===== src/rtl/wb_stage_pipe_if.sv =====
// MEM/WB bus for wb_stage_pipe: MEM-stage instruction fields in, register-file
// write port and forwarding bus out. The master drives MEM inputs, the slave is the stage.
interface wb_stage_pipe_if #(
    parameter int DATA_W     = 32,
    parameter int REG_ADDR_W = 5
);
    logic                  mem_valid;
    logic                  wb_stall;
    logic                  wb_flush;
    logic [DATA_W-1:0]     mem_rdata;
    logic [DATA_W-1:0]     alu_res;
    logic                  mem_to_reg;
    logic                  reg_write;
    logic [REG_ADDR_W-1:0] dest_reg;
    logic [1:0]            ld_size;
    logic                  ld_unsigned;
    logic [2:0]            addr_lo;

    logic                  rf_we;
    logic [REG_ADDR_W-1:0] rf_waddr;
    logic [DATA_W-1:0]     rf_wdata;
    logic                  fwd_valid;
    logic [REG_ADDR_W-1:0] fwd_reg;
    logic [DATA_W-1:0]     fwd_data;

    modport master (
        output mem_valid, wb_stall, wb_flush, mem_rdata, alu_res, mem_to_reg,
               reg_write, dest_reg, ld_size, ld_unsigned, addr_lo,
        input  rf_we, rf_waddr, rf_wdata, fwd_valid, fwd_reg, fwd_data
    );

    modport slave (
        input  mem_valid, wb_stall, wb_flush, mem_rdata, alu_res, mem_to_reg,
               reg_write, dest_reg, ld_size, ld_unsigned, addr_lo,
        output rf_we, rf_waddr, rf_wdata, fwd_valid, fwd_reg, fwd_data
    );
endinterface


===== src/rtl/wb_stage_pipe.sv =====
// Registered MIPS write-back stage: load extension, result select, MEM/WB register
// with stall/flush, r0 write suppression. Optional retire counter under WB_RETIRE_CNT_EN.
module wb_stage_pipe #(
    parameter int DATA_W     = 32,
    parameter int REG_ADDR_W = 5,
    parameter int CNT_W      = 32
) (
    input  logic           clk,
    input  logic           rst,
    wb_stage_pipe_if.slave bus
`ifdef WB_RETIRE_CNT_EN
    ,
    output logic [CNT_W-1:0] retire_cnt
`endif
);

    if (DATA_W != 32 && DATA_W != 64) begin : g_bad_data_w
        $error("wb_stage_pipe: DATA_W must be 32 or 64");
    end
    if (CNT_W < 1) begin : g_bad_cnt_w
        $error("wb_stage_pipe: CNT_W must be at least 1");
    end

    logic [2:0]            byte_ofs;
    logic [2:0]            lane_ofs;
    logic [5:0]            shamt;
    logic [DATA_W-1:0]     shifted;
    logic [DATA_W-1:0]     keep_mask;
    logic                  sign_bit;
    logic [DATA_W-1:0]     ld_ext;
    logic [DATA_W-1:0]     next_wdata;

    logic                  valid_q;
    logic                  we_q;
    logic [REG_ADDR_W-1:0] waddr_q;
    logic [DATA_W-1:0]     wdata_q;
    logic                  load_en;

    // Little-endian lane pick: shift the selected lane down to bit 0, then mask and extend.
    always_comb begin
        byte_ofs  = (DATA_W == 64) ? bus.addr_lo : {1'b0, bus.addr_lo[1:0]};
        lane_ofs  = 3'd0;
        keep_mask = '1;
        sign_bit  = 1'b0;
        shifted   = '0;
        shamt     = 6'd0;
        ld_ext    = '0;

        unique case (bus.ld_size)
            2'b00:   lane_ofs = byte_ofs;
            2'b01:   lane_ofs = {byte_ofs[2:1], 1'b0};
            2'b10:   lane_ofs = {byte_ofs[2], 2'b00};
            default: lane_ofs = 3'd0;
        endcase

        shamt   = {lane_ofs, 3'b000};
        shifted = bus.mem_rdata >> shamt;

        unique case (bus.ld_size)
            2'b00: begin
                keep_mask = DATA_W'(8'hFF);
                sign_bit  = shifted[7];
            end
            2'b01: begin
                keep_mask = DATA_W'(16'hFFFF);
                sign_bit  = shifted[15];
            end
            2'b10: begin
                keep_mask = DATA_W'(32'hFFFF_FFFF);
                sign_bit  = shifted[31];
            end
            default: begin
                keep_mask = '1;
                sign_bit  = 1'b0;
            end
        endcase

        ld_ext = (shifted & keep_mask) |
                 ((!bus.ld_unsigned && sign_bit) ? ~keep_mask : '0);
    end

    assign next_wdata = bus.mem_to_reg ? ld_ext : bus.alu_res;
    assign load_en    = !bus.wb_flush && !bus.wb_stall;

    // Flush only kills the valid bit; the data fields simply hold.
    always_ff @(posedge clk) begin
        if (rst) begin
            valid_q <= 1'b0;
            we_q    <= 1'b0;
            waddr_q <= '0;
            wdata_q <= '0;
        end else if (bus.wb_flush) begin
            valid_q <= 1'b0;
        end else if (!bus.wb_stall) begin
            valid_q <= bus.mem_valid;
            we_q    <= bus.reg_write;
            waddr_q <= bus.dest_reg;
            wdata_q <= next_wdata;
        end
    end

    assign bus.rf_we     = valid_q & we_q & (waddr_q != '0);
    assign bus.rf_waddr  = waddr_q;
    assign bus.rf_wdata  = wdata_q;
    assign bus.fwd_valid = bus.rf_we;
    assign bus.fwd_reg   = waddr_q;
    assign bus.fwd_data  = wdata_q;

`ifdef WB_RETIRE_CNT_EN
    logic [CNT_W-1:0] cnt_q;

    // Counts every valid instruction that enters the register, r0 targets included.
    always_ff @(posedge clk) begin
        if (rst) begin
            cnt_q <= '0;
        end else if (load_en && bus.mem_valid) begin
            cnt_q <= cnt_q + 1'b1;
        end
    end

    assign retire_cnt = cnt_q;
`else
    logic unused_load_en;
    assign unused_load_en = load_en;
`endif

endmodule

===== src/flat_wrapper.sv =====
// flat-port wrapper written by rule: the top's interface ports become plain ports
module wb_stage_pipe_flat 
#(
    parameter int DATA_W     = 32,
    parameter int REG_ADDR_W = 5,
    parameter int CNT_W      = 32
)
  (clk, rst, bus_mem_valid, bus_wb_stall, bus_wb_flush, bus_mem_rdata, bus_alu_res, bus_mem_to_reg, bus_reg_write, bus_dest_reg, bus_ld_size, bus_ld_unsigned, bus_addr_lo, bus_rf_we, bus_rf_waddr, bus_rf_wdata, bus_fwd_valid, bus_fwd_reg, bus_fwd_data);
  wb_stage_pipe_if #(.DATA_W(DATA_W), .REG_ADDR_W(REG_ADDR_W)) bus_i ();
  input  logic clk;
  input  logic rst;
  input wire logic [$bits(bus_i.mem_valid)-1:0] bus_mem_valid;
  input wire logic [$bits(bus_i.wb_stall)-1:0] bus_wb_stall;
  input wire logic [$bits(bus_i.wb_flush)-1:0] bus_wb_flush;
  input wire logic [$bits(bus_i.mem_rdata)-1:0] bus_mem_rdata;
  input wire logic [$bits(bus_i.alu_res)-1:0] bus_alu_res;
  input wire logic [$bits(bus_i.mem_to_reg)-1:0] bus_mem_to_reg;
  input wire logic [$bits(bus_i.reg_write)-1:0] bus_reg_write;
  input wire logic [$bits(bus_i.dest_reg)-1:0] bus_dest_reg;
  input wire logic [$bits(bus_i.ld_size)-1:0] bus_ld_size;
  input wire logic [$bits(bus_i.ld_unsigned)-1:0] bus_ld_unsigned;
  input wire logic [$bits(bus_i.addr_lo)-1:0] bus_addr_lo;
  output wire logic [$bits(bus_i.rf_we)-1:0] bus_rf_we;
  output wire logic [$bits(bus_i.rf_waddr)-1:0] bus_rf_waddr;
  output wire logic [$bits(bus_i.rf_wdata)-1:0] bus_rf_wdata;
  output wire logic [$bits(bus_i.fwd_valid)-1:0] bus_fwd_valid;
  output wire logic [$bits(bus_i.fwd_reg)-1:0] bus_fwd_reg;
  output wire logic [$bits(bus_i.fwd_data)-1:0] bus_fwd_data;
  assign bus_i.mem_valid = bus_mem_valid;
  assign bus_i.wb_stall = bus_wb_stall;
  assign bus_i.wb_flush = bus_wb_flush;
  assign bus_i.mem_rdata = bus_mem_rdata;
  assign bus_i.alu_res = bus_alu_res;
  assign bus_i.mem_to_reg = bus_mem_to_reg;
  assign bus_i.reg_write = bus_reg_write;
  assign bus_i.dest_reg = bus_dest_reg;
  assign bus_i.ld_size = bus_ld_size;
  assign bus_i.ld_unsigned = bus_ld_unsigned;
  assign bus_i.addr_lo = bus_addr_lo;
  assign bus_rf_we = bus_i.rf_we;
  assign bus_rf_waddr = bus_i.rf_waddr;
  assign bus_rf_wdata = bus_i.rf_wdata;
  assign bus_fwd_valid = bus_i.fwd_valid;
  assign bus_fwd_reg = bus_i.fwd_reg;
  assign bus_fwd_data = bus_i.fwd_data;
  wb_stage_pipe #(.DATA_W(DATA_W), .REG_ADDR_W(REG_ADDR_W), .CNT_W(CNT_W)) u_core (.clk(clk), .rst(rst), .bus(bus_i));
endmodule

===== config.mk =====
export PLATFORM = sky130hd
export DESIGN_NAME = wb_stage_pipe_flat
export DESIGN_NICKNAME = d
export VERILOG_FILES = /design/src/rtl/wb_stage_pipe_if.sv /design/src/rtl/wb_stage_pipe.sv /design/src/flat_wrapper.sv
export SDC_FILE = /design/constraint.sdc
export NUM_CORES = 1
export LEC_CHECK = 0
export ABC_AREA = 1
export CAP_MARGIN = 10
export CORE_UTILIZATION = 38
export DETAILED_ROUTE_END_ITERATION = 12
export PLACE_DENSITY_LB_ADDON = 0.2
export SYNTH_ARGS = -nofsm -noshare
export SYNTH_HDL_FRONTEND = slang
export SYNTH_SLANG_ARGS = --single-unit
export TNS_END_PERCENT = 10

===== constraint.sdc =====
create_clock -name clk -period 1.7 [get_ports clk]
set_input_delay 0.255 -clock clk [delete_from_list [all_inputs] [get_ports clk]]
set_output_delay 0.255 -clock clk [all_outputs]
set_load 0.01 [all_outputs]

==> results.py <==
metrics = {
    "cts": {
        "cts_root_buf": "clkbuf_8",
        "insertion_delay_ps": 300,
        "clock-sinks": 39,
        "cts.htree.levels": 2,
        "numCtsBuffers": 5,
        "tritoncts": "done",
        "cts.reportedPaths.clkPinSlew_ps": 80,
        "ctsHoldBuffers": 0,
        "cts_buffer_depth": 2,
    },
    "floorplan": {
        "initial_utilization": 0.395,
        "num_rows": 30,
        "core_region_area_um2": 6790,
        "die_w_um": 86.1,
        "die_y_um": 86.1,
        "io_pins": 158,
        "dieArea_um2": 7410,
    },
    "pwr": {
        "peakVddDrop_mv": 0.354,
        "p_leak_nw": 1.98,
        "p_per_area_nw_per_um2": 602,
        "power_mw": 2.75,
    },
    "synthesis": {
        "synth_top_cell_by_area": "dfxtp_1",
        "netlist_area_um2": 2690,
        "yosys_warnings": 0,
        "ys_seq_elements": 39,
        "yosysUniqueCellTypes": 26,
        "synth_top_area_frac": 0.291,
        "synth_fp_nets": 529,
        "synthTopCellsByArea": "dfxtp_1 29%, nand2_1 17%, buf_4 11%",
        "syn_inst": 447,
        "syn_area_per_cell_um2": 6.01,
        "ys_seq_area_frac": 0.291,
    },
    "grt": {
        "grt_pass1_wl_um": 14700,
        "antenna_found_initial": 0,
        "grt.overflow.total": 0,
        "grt_start_max_net_pins": 52,
        "grt_pass1_vias": 3057,
        "gr-usage-all-layers": 0.249,
    },
    "sta": {
        "finalSetupViolCount": 2,
        "finalSetupTns_ps": -114,
        "fin_worst_skew_ps": 0,
        "report.final.hold_viol_count": 0,
        "max_clock_freq_mhz": 569,
        "whs_ps": 477,
        "slew_violations": 0,
        "tightest_slew_ps": 662,
        "post-route-min-period_ps": 1760,
        "fin_crit_sh": 1.03,
        "worst_slack_ps": -57.5,
        "max_slew_margin": 0.558,
        "rsz0062_at_grt": "yes",
    },
    "critical_path": {
        "crit_chain": "or3_1, o311ai_2, inv_1, buf_2",
        "crit_start": "u_core.bus.fwd_reg[1]$_SDFFE_PP0P_",
        "worstSetupStartpointType": "register",
        "cp.required_ps": 1440,
        "cp_slowest_cell": "or3_1",
        "r2r-start": "u_core.bus.fwd_reg[1]$_SDFFE_PP0P_",
        "path_max_fanout": 2,
        "cp_top_family": "simple AND/OR/NAND/NOR gates",
        "worst_ep_arrival_time_ps": 1500,
        "end_kind": "primary output",
        "path_buf_inv": 2,
        "max_stage_delay_ps": 400,
        "worst-setup-path-type": "register to primary output",
    },
    "routing": {
        "drt-vias-per-instance": 4.79,
        "route.detailed.drc": 0,
        "drt-initial-drc-count": 143,
        "ant_nets": 0,
        "vias": 3286,
        "drtPass1Iterations": 4,
        "routedWlPerCell_um": 13.8,
        "routed_wl_um": 9480,
    },
    "finish": {
        "num-nets-final": 671,
        "drive_gt1_frac": 0.131,
        "fin_util": 0.672,
        "area_delta_synth_final_pct": 70.1,
        "stdcell_count": 686,
        "stdcell_area_um2": 4570,
        "largest_reg_flops": 32,
        "n_antenna_cell": 0,
    },
    "hold_path": {
        "worst_hold_startpoint": "u_core.bus.fwd_data[9]$_SDFFE_PP0P_",
        "min-delay-path-class": "register to register",
    },
    "place": {
        "gp_congestion": 0.878,
        "placed_cells": 674,
        "port-buffer-count": 156,
        "place_area_um2": 4310,
        "dpl.hpwl_um": 7120,
        "place_ws_ps": -417,
    },
    "outcome": {
        "violations": "setup timing",
        "status": "finished, violations left",
    },
    "run": {
        "max_cap_viol_count": 0,
    },
}
==> path summary, 6_finish.rpt <==
path | end | slack (ps) | cells past startpoint
setup / recovery | bus_rf_we | -60 | 4
hold / removal | u_core.bus.fwd_data[9]$_SDFFE_PP0P_ | 480 | 2
setup reg to reg | u_core.bus.fwd_reg[1]$_SDFFE_PP0P_ | 930 | 3
hold reg to reg | u_core.bus.fwd_data[9]$_SDFFE_PP0P_ | 480 | 2
==> power breakdown <==
part / leakage, nW / internal (mW) / switching [mW]
clock network: 0.0581 / 0.437 / 0.362
registers: 0.320 / 0.967 / 0.0395
logic: 1.60 / 0.520 / 0.422
total: 1.98 / 1.93 / 0.824
==> Yosys cell counts <==
cell type / n
clkbuf_1: 21
o311ai_0: 1
buf_1: 1
nand2_2: 2
or3_1: 1
buf_4: 39
o211ai_1: 7
a21oi_1: 55
buf_2: 4
inv_2: 2
nor3_1: 1
o21ai_0: 36
or2_2: 3
nand2_1: 119
o22ai_1: 4
nand3_4: 1
inv_1: 23
nor2_1: 72
nand3_2: 1
mux2i_1: 1
dfxtp_1: 39
nand3_1: 10
nand4_1: 1
nand2_4: 1
clkinv_1: 1
nor2_2: 1
==> cell usage in the layout (no fill, tap or decap), types with 2 or more instances in the layout <==
master / count
buf_12: 3
nand2_2: 3
buf_2: 2
o21ai_0: 29
a21oi_2: 2
o211ai_1: 7
nand2_1: 117
nand3_2: 4
a21oi_1: 53
nor2_1: 72
o21ai_1: 7
dlymetal6s2s_1: 2
clkdlybuf4s50_1: 151
inv_1: 22
or2_2: 3
nand2_8: 2
o22ai_1: 4
nand3_4: 4
inv_2: 2
nand3_1: 5
clkbuf_8: 5
dfxtp_1: 38
buf_4: 37
==> timing repair <==
| item | in CTS | in global routing |
|---|---|---|
| pin swaps | 2 | 7 |
| endpoints found under the setup margin | 23 | 33 |
| cloned | 1 | 2 |
| buffers inserted | 1 | 0 |
| gates resized for setup | 17 | 22 |
==> routing by layer <==
layer | track usage | vias up | wire, um
met3 | 0.0510 | 14 | 546
met1 | 0.315 | 1482 | 4270
met5 | 0 | - | 0
li1 | - | 1680 | -
met2 | 0.429 | 110 | 4490
met4 | 0.0697 | 0 | 162
==> layout make-up <==
cell class                      count  area, um2
Clock buffer                        5       68.8
Clock inverter                      3       43.8
Multi-Input combinational cell    319       1520
Tap cell                           96        120
Timing Repair Buffer              198       1930
Sequential cell                    39        782
Inverter                           26        100
Fill cell                         650       2230
==> worst min-delay path, stage by stage, from the launching register on <==
cell and delay [ps]:
dfxtp_1 320, nand2_1 60, a21oi_1 50
==> cells by family (layout without fill, tap and decap cells) <==
logic type      after synthesis  count (layout)  synth area share
flops                        39              39             0.291
mux                           1               1           0.00373
compound gates              103             103             0.202
simple gates                213             215             0.320
buf+inv                      91             232             0.184
Note: power is estimated with default switching activity, not from simulation.
